$ cat src/rtl/pipe_adder.sv
// pipe_adder -- pipelined ripple-carry adder.
//
// The WIDTH-bit add is split into STAGES slices of SLICE = WIDTH/STAGES bits.
// Each clock adds one slice and registers its carry for the next stage. The
// upper operand slices that are still unprocessed travel alongside, and the
// finished lower sum slices are passed down the pipe. Each stage has one valid
// bit. A single enable advances the whole pipe, so a stalled output freezes
// every stage.
//
// Parameters
//   WIDTH   operand/sum width (WIDTH % STAGES must be 0)
//   STAGES  pipeline depth / number of carry slices (>= 1)
//
// Ports
//   clk        rising-edge clock
//   rst_n      synchronous active-low reset
//   in_valid   a/b/cin (and sub) valid this cycle
//   in_ready   pipe accepts input this cycle
//   a, b       operands (unsigned or two's complement)
//   cin        carry into slice 0
//   sub        only with PIPE_ADDER_SUB_EN: 1 => a - b (cin ignored)
//   out_valid  sum/cout/ovf valid
//   out_ready  downstream accepts the result this cycle
//   sum        a + b + cin mod 2^WIDTH
//   cout       carry out of the MSB (with sub: 1 => no borrow)
//   ovf        signed overflow (carry into MSB xor carry out of MSB)
//
// Build option: define PIPE_ADDER_SUB_EN to add the sub port.

module pipe_adder #(
  parameter int unsigned WIDTH  = 16,
  parameter int unsigned STAGES = 4
) (
  input  logic             clk,
  input  logic             rst_n,
  input  logic             in_valid,
  output logic             in_ready,
  input  logic [WIDTH-1:0] a,
  input  logic [WIDTH-1:0] b,
  input  logic             cin,
`ifdef PIPE_ADDER_SUB_EN
  input  logic             sub,
`endif
  output logic             out_valid,
  input  logic             out_ready,
  output logic [WIDTH-1:0] sum,
  output logic             cout,
  output logic             ovf
);

  localparam int unsigned SLICE = (STAGES == 0) ? WIDTH : WIDTH / STAGES;

  if (STAGES == 0 || (WIDTH % STAGES) != 0) begin : g_bad_cfg
    $error("pipe_adder: WIDTH (%0d) must be a nonzero multiple of STAGES (%0d)",
           WIDTH, STAGES);
  end

  logic             en;
  logic             sub_i;
  logic [WIDTH-1:0] b_eff;
  logic             c_eff;

  assign en       = !out_valid || out_ready;
  assign in_ready = en;

`ifdef PIPE_ADDER_SUB_EN
  assign sub_i = sub;
`else
  assign sub_i = 1'b0;
`endif

  // Subtraction is resolved at the input as a + ~b + 1. Only the inverted
  // operand and the forced carry travel down the pipe, so no stage needs a
  // separate sub bit.
  assign b_eff = sub_i ? ~b : b;
  assign c_eff = sub_i ? 1'b1 : cin;

  for (genvar k = 0; k < STAGES; k++) begin : g_stage
    // Operand bits still unprocessed when they enter this stage.
    localparam int unsigned WIN = WIDTH - k * SLICE;

    logic [WIN-1:0]           ain;
    logic [WIN-1:0]           bin;
    logic                     ci;
    logic                     vi;
    logic [SLICE:0]           part;
    logic [(k+1)*SLICE-1:0]   snext;
    logic [(k+1)*SLICE-1:0]   s_r;
    logic                     c_r;
    logic                     v_r;

    if (k == 0) begin : g_src
      assign ain   = a;
      assign bin   = b_eff;
      assign ci    = c_eff;
      assign vi    = in_valid;
      assign snext = part[SLICE-1:0];
    end else begin : g_src
      assign ain   = g_stage[k-1].g_fwd.a_r;
      assign bin   = g_stage[k-1].g_fwd.b_r;
      assign ci    = g_stage[k-1].c_r;
      assign vi    = g_stage[k-1].v_r;
      assign snext = {part[SLICE-1:0], g_stage[k-1].s_r};
    end

    assign part = {1'b0, ain[SLICE-1:0]} + {1'b0, bin[SLICE-1:0]}
                + {{SLICE{1'b0}}, ci};

    // Data registers load only for a valid slot. Bubbles still move the
    // valid bit, and the output registers keep their last result.
    always_ff @(posedge clk) begin
      if (!rst_n) begin
        v_r <= 1'b0;
        c_r <= 1'b0;
        s_r <= '0;
      end else if (en) begin
        v_r <= vi;
        if (vi) begin
          c_r <= part[SLICE];
          s_r <= snext;
        end
      end
    end

    if (k < STAGES - 1) begin : g_fwd
      logic [WIN-SLICE-1:0] a_r;
      logic [WIN-SLICE-1:0] b_r;

      always_ff @(posedge clk) begin
        if (!rst_n) begin
          a_r <= '0;
          b_r <= '0;
        end else if (en && vi) begin
          a_r <= ain[WIN-1:SLICE];
          b_r <= bin[WIN-1:SLICE];
        end
      end
    end else begin : g_last
      logic ovf_r;
      logic c_msb;

      // Carry into the MSB is recovered from the MSB sum bit:
      // s = a ^ b ^ c_in  =>  c_in = a ^ b ^ s.
      assign c_msb = ain[SLICE-1] ^ bin[SLICE-1] ^ part[SLICE-1];

      always_ff @(posedge clk) begin
        if (!rst_n) begin
          ovf_r <= 1'b0;
        end else if (en && vi) begin
          ovf_r <= c_msb ^ part[SLICE];
        end
      end

      assign out_valid = v_r;
      assign sum       = s_r;
      assign cout      = c_r;
      assign ovf       = ovf_r;
    end
  end

endmodule
$ cat config.mk
export PLATFORM = sky130hd
export DESIGN_NAME = pipe_adder
export DESIGN_NICKNAME = d
export VERILOG_FILES = /design/src/rtl/pipe_adder.sv
export SDC_FILE = /design/constraint.sdc
export NUM_CORES = 1
export LEC_CHECK = 0
export CORE_MARGIN = 5
export CORE_UTILIZATION = 54
export CTS_CLUSTER_DIAMETER = 150
export CTS_CLUSTER_SIZE = 40
export DETAILED_ROUTE_END_ITERATION = 8
export MAX_ROUTING_LAYER = met4
export PLACE_DENSITY = 0.79
export SLEW_MARGIN = 15
export SYNTH_ARGS = -nofsm -noshare
export SYNTH_HDL_FRONTEND = slang
export SYNTH_SLANG_ARGS = --single-unit
$ cat constraint.sdc
create_clock -name clk -period 2.01 [get_ports clk]
set_input_delay 0.402 -clock clk [delete_from_list [all_inputs] [get_ports clk]]
set_output_delay 0.402 -clock clk [all_outputs]
set_load 0.05 [all_outputs]
# Word-level counts from Yosys, hierarchy flattened
# Cells that the tools add are included.
# op_classes
addsub	8
n_bitwise	3
reduce_logical	10
# op_table
cell	count
4-bit by 4-bit adder with 5-bit output	4
5-bit by 1-bit adder with 5-bit output	4
2-bit AND reduction	4
1-bit logical AND	4
1-bit XOR	3
1-bit logical NOT	1
1-bit logical OR	1
# word_totals
reg_bits	97
input_bits	37
output_inout_bits	20
word_cells	40

# Longest topological paths before layout
# depth
ltp_word	4
mapped_depth	8
mapped_depth_nobuf	8

# Worst setup path after synthesis
# No wires, ideal clock.
# synth_timing
kind	register to register
start	register g_stage[2].c_r
end	register g_stage[3].g_last.ovf_r, in the netlist ovf
setup_time_ns	0.121
arrival_ns	1.727
t_required_ns	1.889
slack_ns	0.162
path_stages_with_launch	7
n_path_buf	0
cell_sequence	dfxtp_1 fa_1 fa_1 a21o_1 a21oi_1 xnor2_1 a21oi_1
# synth_between
elab_chain_cells	3
# synth_rtl
item	line	rtl
start, declared	89	logic c_r;
start signal, assigned	119	c_r <= part[SLICE];
5-bit by 1-bit adder with 5-bit output *	107	+ {{SLICE{1'b0}}, ci};
1-bit XOR	144	assign c_msb = ain[SLICE-1] ^ bin[SLICE-1] ^ part[SLICE-1];
1-bit XOR *	150	ovf_r <= c_msb ^ part[SLICE];
end signal, assigned	150	
end, declared	139	logic ovf_r;
# Every way passes the cells marked *; elsewhere a longest branch is shown, timed or not.
# A chain may end at the register's enable or synchronous reset.

# Worst setup path after layout
# layout_timing
start	register g_stage[3].c_r, in the netlist cout
end	output cout
# layout_lines
item	line	rtl
start, declared	89	
start signal, assigned	119	
end, declared	47	output logic cout,
# No word-level cell between the ends.

==> results by group <==
Outcome
  • Outcome: finished clean

Place
  • Quantity of I/O buffers inserted on ports: 56
  • Final weighted congestion of routability-driven global placement: 0.797
  • DP Wirelength: 5.69 mm
  • Total cell area at the placement stage: 4820 um2
  • DP Cell Count: 615

Final layout
  • Fin cells: 631
  • Leading cell types in the layout, fill and taps excluded: sky130_fd_sc_hd__nand2_1, sky130_fd_sc_hd__dfxtp_1, sky130_fd_sc_hd__a21boi_0
  • Total non-filler cell area in the finished layout: 5010 um2
  • Number of nets in the finished design: 581
  • Synth-to-Final Area Change: 20.6%
  • Number of fillers in the final layout: 646
  • Antenna Cells: 0
  • Most common cell after layout, fill and taps aside: sky130_fd_sc_hd__nand2_1
  • Register Area: 1940 um2
  • Combined area of the multi-input logic cells: 1980 um2
  • Share of layout cells above drive strength 1: 6.99%

Timing
  • Slew Limit Headroom: 66.4%
  • Max Clock Freq: 523 MHz
  • Sum of negative setup slack: 0 ns
  • Number of endpoints failing setup at the final stage: 0
  • Maximum clock skew at final layout: 0.00774 ns
  • Min cycle time layout: 1.91 ns
  • Final Cycle Share: 95.2%
  • Setup repair after global routing missed its margin: false
  • Slew @ Worst Pin: 0.503 ns
  • Pins Over Slew Limit: 0
  • Hold Fails Final Rpt: 0

Clock tree
  • Buffers from clock root to sink, at most: 2
  • Clock root buffer: sky130_fd_sc_hd__clkbuf_8
  • Count of hold buffers inserted by post-cts repair: 0
  • Insertion delay of the later-clocked pin in the worst-skew pair: 0.36 ns
  • Clock-pin transition on the worst setup and hold timing paths: 0.09 ns
  • Number of gates given a new drive strength after cts: 0
  • Setup Fix Bufs, Post-CTS: 0
  • Number of sinks driven by the clock tree: 97
  • Number of clock buffers inserted by TritonCTS: 9
  • CTS tree: yes
  • H-tree Lvls: 3

Setup path
  • Worst setup slack for register-to-register paths: 0.11 ns
  • Highest net fanout along the worst path: 2
  • Slowest stage delay, CP: 0.81 ns
  • CP required: 1.61 ns
  • CP endpoint kind: primary output
  • Kind of cell adding the most delay to the critical path: buffers and inverters
  • Chain of cells forming the critical path: clkdlybuf4s50_1
  • Critical path startpoint category: flip-flop
  • WP data arrival: 1.51 ns
  • Number of cells on the worst reg-to-reg path: 6
  • Worst-path cell with the longest stage delay: sky130_fd_sc_hd__clkdlybuf4s50_1
  • CP Class: reg2out
  • Critical R2R Launch: g_stage[2].c_r
  • Reg2Reg Capture Point: ovf
  • WP buf/inv: 1

Power
  • Maximum vdd drop: 398 uV
  • Leakage power of the design: 1.94 nW
  • Clock group share of total power: 33.2%
  • Reg power frac: 56.7%
  • Logic gate share of total power: 10.1%
  • Switching part of the total: 25.2%
  • Power Dens Cells: 711 nW/um2
  • Sw Pwr: 0.000897 W
  • Cell internal pwr: 0.00267 W

Yosys
  • Flip-flop and latch count after synthesis: 97
  • Number of nets in the synthesized netlist: 530
  • Synthesized instance count: 473
  • Syn Std Cell Area: 4160 um2
  • Sequential cell area fraction in the yosys report: 46.7%
  • Synth warnings: 0
  • Avg Cell Area, Syn: 8.78 um2
  • Distinct cell type count after synthesis: 32

Route
  • 1st-pass router iterations: 4
  • Drt wl/cell: 12.0 um
  • Detail-routed via count per cell: 5.00
  • Antenna violation net count after detailed routing: 0
  • Final wirelength: 7.59 mm
  • Remaining DRCs: 0
  • Total via count after detailed routing: 3155
  • Iter 0 DRT Violations: 98

Min path
  • Worst Hold Endpoint: g_stage[0].g_fwd.a_r[10]
  • Launch point of the worst hold path: g_stage[0].g_fwd.a_r[10]
  • Worst hold path class: reg2reg
  • Number of cells traversed by the worst hold path: 2

GRT
  • First-pass GRT wire length: 13.2 mm
  • Total global routing track utilization: 17.2%
  • Total congestion overflow after global routing: 0
  • Initial antenna violation count: 0
  • Largest net degree at the start of global routing: 36
  • Via count of the first global-routing pass: 3028

Die
  • Core footprint: 7610 um2
  • Starting density of the core: 54.6%
  • Placement Rows: 32
  • Die area: 9550 um2
  • Width of the die: 97.7 um
  • Count of boundary I/O pins: 57
  • Die Y: 97.7 um

Job
  • Max-cap check violation count: 0
## through the flow
stage               utilization [%]  hold slack, ns  power [W]  worst slack, ns
finish                         65.9           0.460    0.00356           0.0965
global route                   65.9           0.461    0.00372           0.0279
CTS                            65.8           0.449    0.00360           0.0544
detailed placement             63.3           0.449    0.00243          -0.0531
global placement               63.3           0.442    0.00241          0.00838
floorplan                         -           0.431    0.00229            0.162
## power groups by stage
stage                     combinational, W  clock, W  sequential [W]
after floorplan                   0.000221         0         0.00207
after global placement            0.000349         0         0.00206
after detailed placement          0.000361         0         0.00206
after CTS                         0.000363   0.00122         0.00202
after global routing              0.000399   0.00129         0.00203
final                             0.000359   0.00118         0.00202
## flip-flops by register name, indices dropped and copies added (netlist names)
register	flops
out_valid	1
cout	1
sum	16
ovf	1
g_stage.c_r	3
g_stage.v_r	3
g_stage.g_fwd.a_r	24
g_stage.g_fwd.b_r	24
g_stage.s_r	24
## worst max path at each step
| stage | startpoint | endpoint | slack [ns] | cells after the start |
|---|---|---|---|---|
| floorplan | g_stage[2].c_r | ovf | 0.16 | 6 |
| global placement | a[0] | g_stage[0].s_r[1] | 0.008 | 6 |
| detailed placement | a[0] | g_stage[0].s_r[1] | -0.05 | 6 |
| CTS | g_stage[2].c_r | ovf | 0.05 | 6 |
| global route | sum[12] | sum[12] | 0.03 | 1 |
| finish | cout | cout | 0.1 | 1 |
## cells in the mapped netlist
master	count	area, um2
sky130_fd_sc_hd__xnor2_1	5	43.8
sky130_fd_sc_hd__buf_4	8	60.1
sky130_fd_sc_hd__buf_2	8	40.0
sky130_fd_sc_hd__nor2_1	4	15.0
sky130_fd_sc_hd__clkbuf_1	9	33.8
sky130_fd_sc_hd__buf_6	5	56.3
sky130_fd_sc_hd__a21oi_1	9	45.0
sky130_fd_sc_hd__a21boi_1	20	150
sky130_fd_sc_hd__ha_1	12	150
sky130_fd_sc_hd__o211ai_1	2	15.0
sky130_fd_sc_hd__o2111ai_1	1	8.76
sky130_fd_sc_hd__a21o_1	4	30.0
sky130_fd_sc_hd__a21boi_0	62	465
sky130_fd_sc_hd__or4b_1	2	20.0
sky130_fd_sc_hd__inv_4	1	6.26
sky130_fd_sc_hd__xor2_1	1	8.76
sky130_fd_sc_hd__o21ai_0	6	30.0
sky130_fd_sc_hd__and2_4	1	8.76
sky130_fd_sc_hd__o211a_1	6	60.1
sky130_fd_sc_hd__nor2b_4	1	13.8
sky130_fd_sc_hd__o21a_1	2	15.0
sky130_fd_sc_hd__inv_1	11	41.3
sky130_fd_sc_hd__dfxtp_1	97	1940
sky130_fd_sc_hd__nand4_1	2	12.5
sky130_fd_sc_hd__nand2_1	174	653
sky130_fd_sc_hd__buf_1	1	3.75
sky130_fd_sc_hd__nand3_1	3	15.0
sky130_fd_sc_hd__o21ai_1	1	5.00
sky130_fd_sc_hd__nor2b_1	3	18.8
sky130_fd_sc_hd__and2_1	3	18.8
sky130_fd_sc_hd__fa_1	8	160
sky130_fd_sc_hd__o311ai_1	1	8.76
## metal layers
layer / share of wire (%) / track usage, % / up-vias
met4: 2.3 / 7.99 / 0
met1: 47 / 20.2 / 1429
met2: 47 / 28.4 / 63
met3: 4.2 / 3.23 / 15
met5: 0 / - / -
li1: - / - / 1648
## area by class of cell
class                      instances  share of cell area (%)
clock inverter                     6                    1.02
clock buffer                      10                    2.75
timing repair buffer              71                    14.5
inverter                          12                   0.949
tap                              102                    2.55
sequential                        97                    38.8
multi-input combinational        333                    39.4
## cell families after synthesis
kind of cell               after synthesis  share of synthesized area [%]
xor gates and xnor gates                 6                           1.26
adders and majority gates               20                           7.47
buffers and inverters                   43                           5.81
and+or+nand+nor                        193                           18.7
DFF                                     97                           46.7
AOI/OAI and AO/OA                      114                           20.1
Note: power is estimated with default switching activity, not from simulation.
